File: src/rtl/shift_rotate_seq_if.sv
// Request/result handshake bundle for the multi-cycle shift/rotate unit.
// Request side:  in_valid/in_ready handshake carrying in_data, in_cnt, in_op.
// Result side:   out_valid/out_ready handshake carrying out_data.
// master: the requester/consumer (ALU-side sequencer or bench).
// slave:  the shift/rotate unit itself.
interface shift_rotate_seq_if #(
    parameter int WIDTH = 16,
    parameter int CNT_W = 4
);
    logic             in_valid;
    logic             in_ready;
    logic [WIDTH-1:0] in_data;
    logic [CNT_W-1:0] in_cnt;
    logic [1:0]       in_op;
    logic             out_valid;
    logic             out_ready;
    logic [WIDTH-1:0] out_data;

    modport master (
        output in_valid, in_data, in_cnt, in_op, out_ready,
        input  in_ready, out_valid, out_data
    );

    modport slave (
        input  in_valid, in_data, in_cnt, in_op, out_ready,
        output in_ready, out_valid, out_data
    );
endinterface

File: src/rtl/shift_rotate_seq.sv
// Multi-cycle shift/rotate unit for the execute datapath.
// One log-barrel stage (weight 2**stage) is applied per cycle; the operation
// finishes as soon as no higher count bits remain.
// Ports:
//   clk    rising-edge clock
//   rst_n  asynchronous active-low reset
//   bus    shift_rotate_seq_if.slave: request and result handshakes
//   busy   high whenever the unit is not idle
// in_op: 00 ROL, 01 SLL, 10 ROR, 11 SRL
//
// state | meaning
// IDLE  | waiting for a request, in_ready high
// SHIFT | applying one weighted stage per cycle to acc
// DONE  | result presented on out_data, held until out_ready
module shift_rotate_seq #(
    parameter int WIDTH = 16,
    parameter int CNT_W = 4
) (
    input  logic                clk,
    input  logic                rst_n,
    shift_rotate_seq_if.slave   bus,
    output logic                busy
);
    localparam int STG_W = (CNT_W > 1) ? $clog2(CNT_W) : 1;

    typedef enum logic [1:0] {
        IDLE  = 2'd0,
        SHIFT = 2'd1,
        DONE  = 2'd2
    } stateT;

    stateT              state;
    logic [WIDTH-1:0]   acc;
    logic [CNT_W-1:0]   cnt;
    logic [1:0]         op;
    logic [STG_W-1:0]   stage;
    logic               outValidReg;
    logic [WIDTH-1:0]   outDataReg;
    logic               inReadyReg;
    logic               busyReg;

    logic [CNT_W-1:0]   stepAmt;
    logic [2*WIDTH-1:0] rolFull;
    logic [2*WIDTH-1:0] rorFull;
    logic [WIDTH-1:0]   moved;
    logic [WIDTH-1:0]   stepVal;
    logic               moreBits;
    logic               lastStage;

    // Rotates use a doubled copy of acc so the wrapped bits fall out of the
    // opposite half of the shifted word.
    always_comb begin
        stepAmt        = '0;
        stepAmt[stage] = 1'b1;
        rolFull        = {acc, acc} << stepAmt;
        rorFull        = {acc, acc} >> stepAmt;
        case (op)
            2'b00:   moved = rolFull[2*WIDTH-1:WIDTH];
            2'b01:   moved = acc << stepAmt;
            2'b10:   moved = rorFull[WIDTH-1:0];
            default: moved = acc >> stepAmt;
        endcase
        stepVal = cnt[stage] ? moved : acc;

        moreBits = 1'b0;
        for (int i = 0; i < CNT_W; i++) begin
            if ((i > int'(stage)) && cnt[i]) begin
                moreBits = 1'b1;
            end
        end
        lastStage = (int'(stage) == CNT_W - 1) || !moreBits;
    end

    always_ff @(posedge clk or negedge rst_n) begin
        if (!rst_n) begin
            state       <= IDLE;
            acc         <= '0;
            cnt         <= '0;
            op          <= '0;
            stage       <= '0;
            outValidReg <= 1'b0;
            outDataReg  <= '0;
            inReadyReg  <= 1'b1;
            busyReg     <= 1'b0;
        end else begin
            case (state)
                IDLE: begin
                    if (bus.in_valid) begin
                        acc        <= bus.in_data;
                        cnt        <= bus.in_cnt;
                        op         <= bus.in_op;
                        stage      <= '0;
                        state      <= SHIFT;
                        inReadyReg <= 1'b0;
                        busyReg    <= 1'b1;
                    end
                end
                SHIFT: begin
                    acc <= stepVal;
                    if (lastStage) begin
                        // out_data is loaded only here, so it never shows partial results.
                        outDataReg  <= stepVal;
                        outValidReg <= 1'b1;
                        state       <= DONE;
                    end else begin
                        stage <= stage + 1'b1;
                    end
                end
                DONE: begin
                    if (bus.out_ready) begin
                        outValidReg <= 1'b0;
                        inReadyReg  <= 1'b1;
                        busyReg     <= 1'b0;
                        state       <= IDLE;
                    end
                end
                default: begin
                    state       <= IDLE;
                    outValidReg <= 1'b0;
                    inReadyReg  <= 1'b1;
                    busyReg     <= 1'b0;
                end
            endcase
        end
    end

    assign bus.in_ready  = inReadyReg;
    assign bus.out_valid = outValidReg;
    assign bus.out_data  = outDataReg;
    assign busy          = busyReg;
endmodule

File: src/flat_wrapper.sv
// flat-port wrapper written by rule: the top's interface ports become plain ports
module shift_rotate_seq_flat 
#(
    parameter int WIDTH = 16,
    parameter int CNT_W = 4
)
  (clk, rst_n, busy, bus_in_valid, bus_in_data, bus_in_cnt, bus_in_op, bus_out_ready, bus_in_ready, bus_out_valid, bus_out_data);
  shift_rotate_seq_if #(.WIDTH(WIDTH), .CNT_W(CNT_W)) bus_i ();
  input  logic clk;
  input  logic rst_n;
  output logic busy;
  input wire logic [$bits(bus_i.in_valid)-1:0] bus_in_valid;
  input wire logic [$bits(bus_i.in_data)-1:0] bus_in_data;
  input wire logic [$bits(bus_i.in_cnt)-1:0] bus_in_cnt;
  input wire logic [$bits(bus_i.in_op)-1:0] bus_in_op;
  input wire logic [$bits(bus_i.out_ready)-1:0] bus_out_ready;
  output wire logic [$bits(bus_i.in_ready)-1:0] bus_in_ready;
  output wire logic [$bits(bus_i.out_valid)-1:0] bus_out_valid;
  output wire logic [$bits(bus_i.out_data)-1:0] bus_out_data;
  assign bus_i.in_valid = bus_in_valid;
  assign bus_i.in_data = bus_in_data;
  assign bus_i.in_cnt = bus_in_cnt;
  assign bus_i.in_op = bus_in_op;
  assign bus_i.out_ready = bus_out_ready;
  assign bus_in_ready = bus_i.in_ready;
  assign bus_out_valid = bus_i.out_valid;
  assign bus_out_data = bus_i.out_data;
  shift_rotate_seq #(.WIDTH(WIDTH), .CNT_W(CNT_W)) u_core (.clk(clk), .rst_n(rst_n), .bus(bus_i), .busy(busy));
endmodule
File: config.mk
export PLATFORM = sky130hd
export DESIGN_NAME = shift_rotate_seq_flat
export DESIGN_NICKNAME = d
export VERILOG_FILES = /design/src/rtl/shift_rotate_seq_if.sv /design/src/rtl/shift_rotate_seq.sv /design/src/flat_wrapper.sv
export SDC_FILE = /design/constraint.sdc
export NUM_CORES = 1
export LEC_CHECK = 0
export CAP_MARGIN = 20
export CELL_PAD_IN_SITES_DETAIL_PLACEMENT = 1
export CELL_PAD_IN_SITES_GLOBAL_PLACEMENT = 1
export CORE_MARGIN = 8
export CORE_UTILIZATION = 25
export DETAILED_ROUTE_END_ITERATION = 16
export GPL_TIMING_DRIVEN = 0
export PLACE_DENSITY_LB_ADDON = 0.1
export SLEW_MARGIN = 40
export SYNTH_ARGS = -nofsm -noshare
export SYNTH_HDL_FRONTEND = slang
export SYNTH_SLANG_ARGS = --single-unit
File: constraint.sdc
create_clock -name clk -period 3.1 [get_ports clk]
set_input_delay 0.62 -clock clk [delete_from_list [all_inputs] [get_ports clk]]
set_output_delay 0.62 -clock clk [all_outputs]
set_load 0.02 [all_outputs]
# Word level (Yosys, flattened, before mapping)
# Index checks and enable logic that the tools add are counted.
[totals]
reg_bits = 45
input_bits = 26
output_inout_bits = 19
elab_cells = 72
[classes]
add_sub_neg = 1
order_cmp = 5
eq_ne = 9
shifts = 4
mux = 26
n_bitwise = 2
reduce_logical = 16
[op_table]
columns = ["cell", "n"]
rows = [
  ["16-bit case mux with 3 select lines", 1],
  ["16-bit two-way mux", 2],
  ["16-bit case mux with 2 select lines", 1],
  ["32-bit by 4-bit << shifter with 32-bit output", 1],
  ["32-bit by 4-bit right shift with 16-bit output", 1],
  ["16-bit by 4-bit << shifter with 16-bit output", 1],
  ["16-bit by 4-bit right shift with 16-bit output", 1],
  ["3-bit AND reduction", 4],
  ["1-bit two-way mux", 10],
  ["2-bit two-way mux", 5],
  ["1-bit case mux with 3 select lines", 3],
  ["2-bit by 1-bit == test with 1-bit output, second input constant", 3],
  ["2-bit inequality test, second input constant", 3],
  ["2-bit case mux with 3 select lines", 1],
  ["2-bit AND reduction", 3],
  ["2-bit == test, second input constant", 2],
  ["2-bit > comparator, first input constant", 2],
  ["1-bit logical AND", 4],
  ["2-bit logical NOT", 2],
  ["2-bit case mux with 2 select lines", 1],
  ["2-bit by 3-bit less-than comparator with 1-bit output, second input constant", 1],
  ["2-bit by 1-bit adder with 2-bit output, second input constant", 1],
  ["1-bit binary-select mux with 2-bit select", 1],
  ["1-bit demux with 2-bit select", 1],
  ["7 further kinds", 8],
]

# Longest topological paths before layout
[logic_depth]
ltp_word = 9
mapped_depth = 12

# Worst setup path before layout
# OpenSTA, ideal clock, no wires.
[synth_timing]
path_type = "reg-to-reg"
start = "reg u_core.stage[1]"
end = "reg u_core.acc[14]"
setup_ns = 0.127
arrival_time_ns = 2.503
slack_ns = 0.470
stages_incl_launch_ff = 11
n_path_buf = 2
period_less_slack_ns = 2.630
cell_sequence = "dfrtp_1 > clkbuf_1 > inv_1 > ha_1 > buf_6 > mux2_1 > mux4_2 > o31ai_1 > nor4_1 > a222oi_1 > inv_1"
[synth_via]
elab_chain_cells = 8
word_cells_on_any_way = 14
[synth_lines]
columns = ["item", "line", "text"]
rows = [
  ["from (decl)", "shift_rotate_seq.sv:36", "logic [STG_W-1:0] stage;"],
  ["from (signal assigned)", "shift_rotate_seq.sv:106", "stage <= stage + 1'b1;"],
  ["2-bit by 3-bit less-than comparator with 1-bit output (implied by the code) or 2-bit by 1-bit greater-or-equal comparator with 1-bit output (tied branches)", "shift_rotate_seq.sv:54", "stepAmt[stage] = 1'b1;"],
  ["1-bit logical AND (implied by the code)", "shift_rotate_seq.sv:54", ""],
  ["1-bit two-way mux (implied by the code)", "shift_rotate_seq.sv:54", ""],
  ["1-bit demux with 2-bit select", "--", ""],
  ["16-bit by 4-bit right shift with 16-bit output (tied with other cells)", "shift_rotate_seq.sv:61", "default: moved = acc >> stepAmt;"],
  ["16-bit case mux with 3 select lines", "shift_rotate_seq.sv:57", "case (op)"],
  ["16-bit two-way mux *", "shift_rotate_seq.sv:63", "stepVal = cnt[stage] ? moved : acc;"],
  ["16-bit case mux with 2 select lines *", "shift_rotate_seq.sv:86", "case (state)"],
  ["to (signal assigned)", "shift_rotate_seq.sv:89", "acc <= bus.in_data;"],
  ["to (signal assigned)", "shift_rotate_seq.sv:99", "acc <= stepVal;"],
  ["to (decl)", "shift_rotate_seq.sv:33", "logic [WIDTH-1:0] acc;"],
]
# Every way passes the cells marked *; elsewhere a longest branch is shown, timed or not. The select of a mux whose other input is x is not followed.
# A chain may end at the register's enable or synchronous reset.

# Final worst setup path
[layout_timing]
start = "reg u_core.acc[15]"
end = "reg u_core.outDataReg[12], in the netlist u_core.bus.out_data[12]"
[layout_via]
elab_chain_cells = 3
word_cells_on_any_way = 6
[layout_lines]
columns = ["item", "line", "text"]
rows = [
  ["16-bit by 4-bit right shift with 16-bit output (tied with other cells)", "shift_rotate_seq.sv:61", ""],
  ["16-bit case mux with 3 select lines *", "shift_rotate_seq.sv:57", ""],
  ["16-bit two-way mux *", "shift_rotate_seq.sv:63", ""],
  ["to (signal assigned)", "shift_rotate_seq.sv:102", "outDataReg <= stepVal;"],
  ["to (decl)", "shift_rotate_seq.sv:38", "logic [WIDTH-1:0] outDataReg;"],
]
# Every way passes the cells marked *; elsewhere a longest branch is shown, timed or not.

==> flow_metrics.tcl <==
set metrics [dict create \
    routed_length_per_placed_instance_um 28.8 \
    fin_nets 650 \
    groute.usage.overall_pct 20.6 \
    most_frequent_standard_cell_in_the_layout_excluding_fill_and_tap_cells "nand2_1" \
    setup.worst_path.class "reg2reg" \
    global_route_wire_length_before_repair_um 36700 \
    tritoncts_clock_tree "done" \
    finalWorstSetupSlack_ns 0.0815 \
    area_growth_pct 26.4 \
    timing.critical_path.arrival_ns 3.21 \
    critical_path.max_fanout 10 \
    syn-num-nets 591 \
    clock_insertion_delay_worst_skew_ns 0.29 \
    final_cell_mix "69 x nand2_1, 51 x mux2i_1, 43 x clkdlybuf4s50_1, 43 x dfrtp_1, 38 x a21oi_1" \
    dpl-instance-area_um2 5480 \
    design_area_um2 5970 \
    port_buffers 44 \
    ys_async_sr_fraction_pct 100 \
    die_area_um2 23500 \
    floorplan.core_area_um2 18600 \
    grt_max_degree 32 \
    avgViaCountPerCell 6.07 \
    num-fill-cells 2197 \
    number_of_distinct_library_cells_after_synthesis 64 \
    synth-seq-cells 45 \
    yosysWarningCount 0 \
    rows 50 \
    cp-start-kind "flop" \
    dp_hpwl_um 18700 \
    worst_ep_required_time_ns 3.29 \
    synthesis.area_um2 4720 \
    die_width_um 153 \
    synth.yosys.seq_area_share_pct 23.9 \
    period_needed_ns 3.02 \
    routed-via-count 5179 \
    num_antenna_cells 0 \
    drcViolationCount 0 \
    register_clock_pin_slew_on_the_reported_worst_setup_and_hold_paths_ns 0.07 \
    final.setup.tns_ns 0 \
    worst_slew_pin_slew_ns 0.916 \
    cts_made_buffers 5 \
    detailedPlace.worstSlack_ns -0.436 \
    antenna_violations_before_repair 0 \
    final.period_utilization_pct 97.4 \
    gp_congestion 0.996 \
    fmaxAchievable_ghz 0.331 \
    clk_path_buf_depth 2 \
    setup_viol_count_final 0 \
    multi_input_area_um2 3500 \
    skew_ns 0.0108 \
    sink_count 45 \
    layout_cell_share_with_drive_strength_beyond_1_pct 18.9 \
    effective_utilization_at_floorplan_pct 25.3 \
    syn-mean-instance-area_um2 8.45 \
    grt-ovfl-total 0 \
    hold_path_class "in2async" \
    finalWirelength_um 24600 \
    synth_edf_count 0 \
    setup.worst_path.end_class "flop" \
    slew-limit-headroom_pct 38.9 \
    postRouteAntennaNets 0 \
    run_status "finished, final reports clean" \
    cap_violations 0 \
    initial_detailed_routing_violation_count 383 \
    root_buffer "clkbuf_16" \
    htreeDepth 2 \
    drtPass1Iterations 5 \
    finalMaxSlewViolations 0 \
    most_instantiated_flip_flop_cell_in_the_synthesis_netlist "dfrtp_1" \
    die_h_um 153 \
    finalHoldViolations 0 \
    syn_inst 559 \
    first_global_vias 5459 \
    floorplan.io_pins 45 \
    sequential_cell_area_um2 1130 \
]
## through the flow
step           cells  util (%)  hold WS (ns)
2_1_floorplan    559         -         0.324
3_3_place_gp     837      29.3         0.467
3_5_place_dp     838      29.4         0.467
4_1_cts          850      31.1         0.179
5_1_grt          853      32.0         0.187
6_report         853      32.0         0.181
## worst max-delay path, cell delays in order, from the launching register on
cell and delay (ns):
dfrtp_1 0.40, clkbuf_1 0.69, mux2i_1 0.26, mux2_2 0.38
mux2_2 0.28, nor3_1 0.36, nor4_4 0.09, buf_4 0.18
o31ai_1 0.27
## what timing repair did
item	CTS	global route
gates cloned	0	1
endpoints found under the setup margin	32	28
pin swaps	5	5
hold buffers	0	0
setup buffers	4	2
resized for setup	24	40
## cell usage after synthesis, drive strengths merged, types with 2 or more instances
cell,count,area [um^2]
o32ai,3,26.3
o2111ai,3,26.3
o21ai,27,135
a221oi,5,50.0
mux4,24,541
clkbuf,41,154
mux2i,57,571
o22ai,15,93.8
a211oi,6,45.0
nor3,11,55.1
nand2b,13,81.3
o221ai,11,96.3
buf,21,125
o211ai,6,45.0
inv,8,30.0
nor2,37,139
nor2b,6,37.5
o311ai,2,17.5
a21oi,39,195
a311oi,2,17.5
o31ai,11,82.6
and2,5,31.3
nand2,69,259
nand4b,2,17.5
nand3,17,85.1
dfrtp,44,1100
or2,6,37.5
nor4,3,18.8
and3,2,12.5
a211o,3,26.3
o31a,4,35.0
a22oi,15,113
mux2,13,150
ha,6,75.1
a21o,2,15.0
nand4,2,12.5
nand3b,2,15.0
## routing by layer
metal	vias to the layer above	track usage [%]	share of wire [%]
met3	66	3.83	6.6
met5	-	0	0
met4	0	8.77	4.5
li1	2247	-	-
met1	2618	26.3	43
met2	248	33.3	46
## final timing paths
check | from | endpoint | slack [ns] | cells after the start
min | rst_n | u_core.bus.out_data[2] | 0.18 | 1
max | u_core.acc[15] | u_core.bus.out_data[12] | 0.08 | 8
max in group asynchronous | rst_n | u_core.bus.in_ready | 2.40 | 2
min reg2reg | u_core.bus.out_data[5] | u_core.bus.out_data[5] | 0.48 | 2
min in group clk | u_core.bus.out_data[5] | u_core.bus.out_data[5] | 0.48 | 2
max reg2reg | u_core.acc[15] | u_core.bus.out_data[12] | 0.08 | 8
## registers in the layout (all words and copies together) (netlist names)
signal,flops
u_core.state,2
u_core.stage,2
u_core.bus.out_valid,1
u_core.bus.in_ready,1
u_core.cnt,4
u_core.acc,16
u_core.busy,1
u_core.op,2
u_core.bus.out_data,16
## final cells by class
type	instances	share of cell area, %
repair buffers	51	8.43
clock buffers	6	2.33
multi-input cells	445	58.6
inverters	8	0.503
clock inverters	2	0.629
well taps	234	4.91
plain buffers	62	5.68
flip-flops and latches	45	18.9
## cell families after synthesis
group                      synth area share, %
AOI/OAI and AO/OA                         23.5
adders and majority gates                 1.59
buffers and inverters                     6.54
DFF                                       23.9
muxes                                     26.7
and+or+nand+nor                           17.8
Power is left out: the tool's default activity adds up to more than one toggle a clock period on the data nets, which glitch-free logic cannot reach.
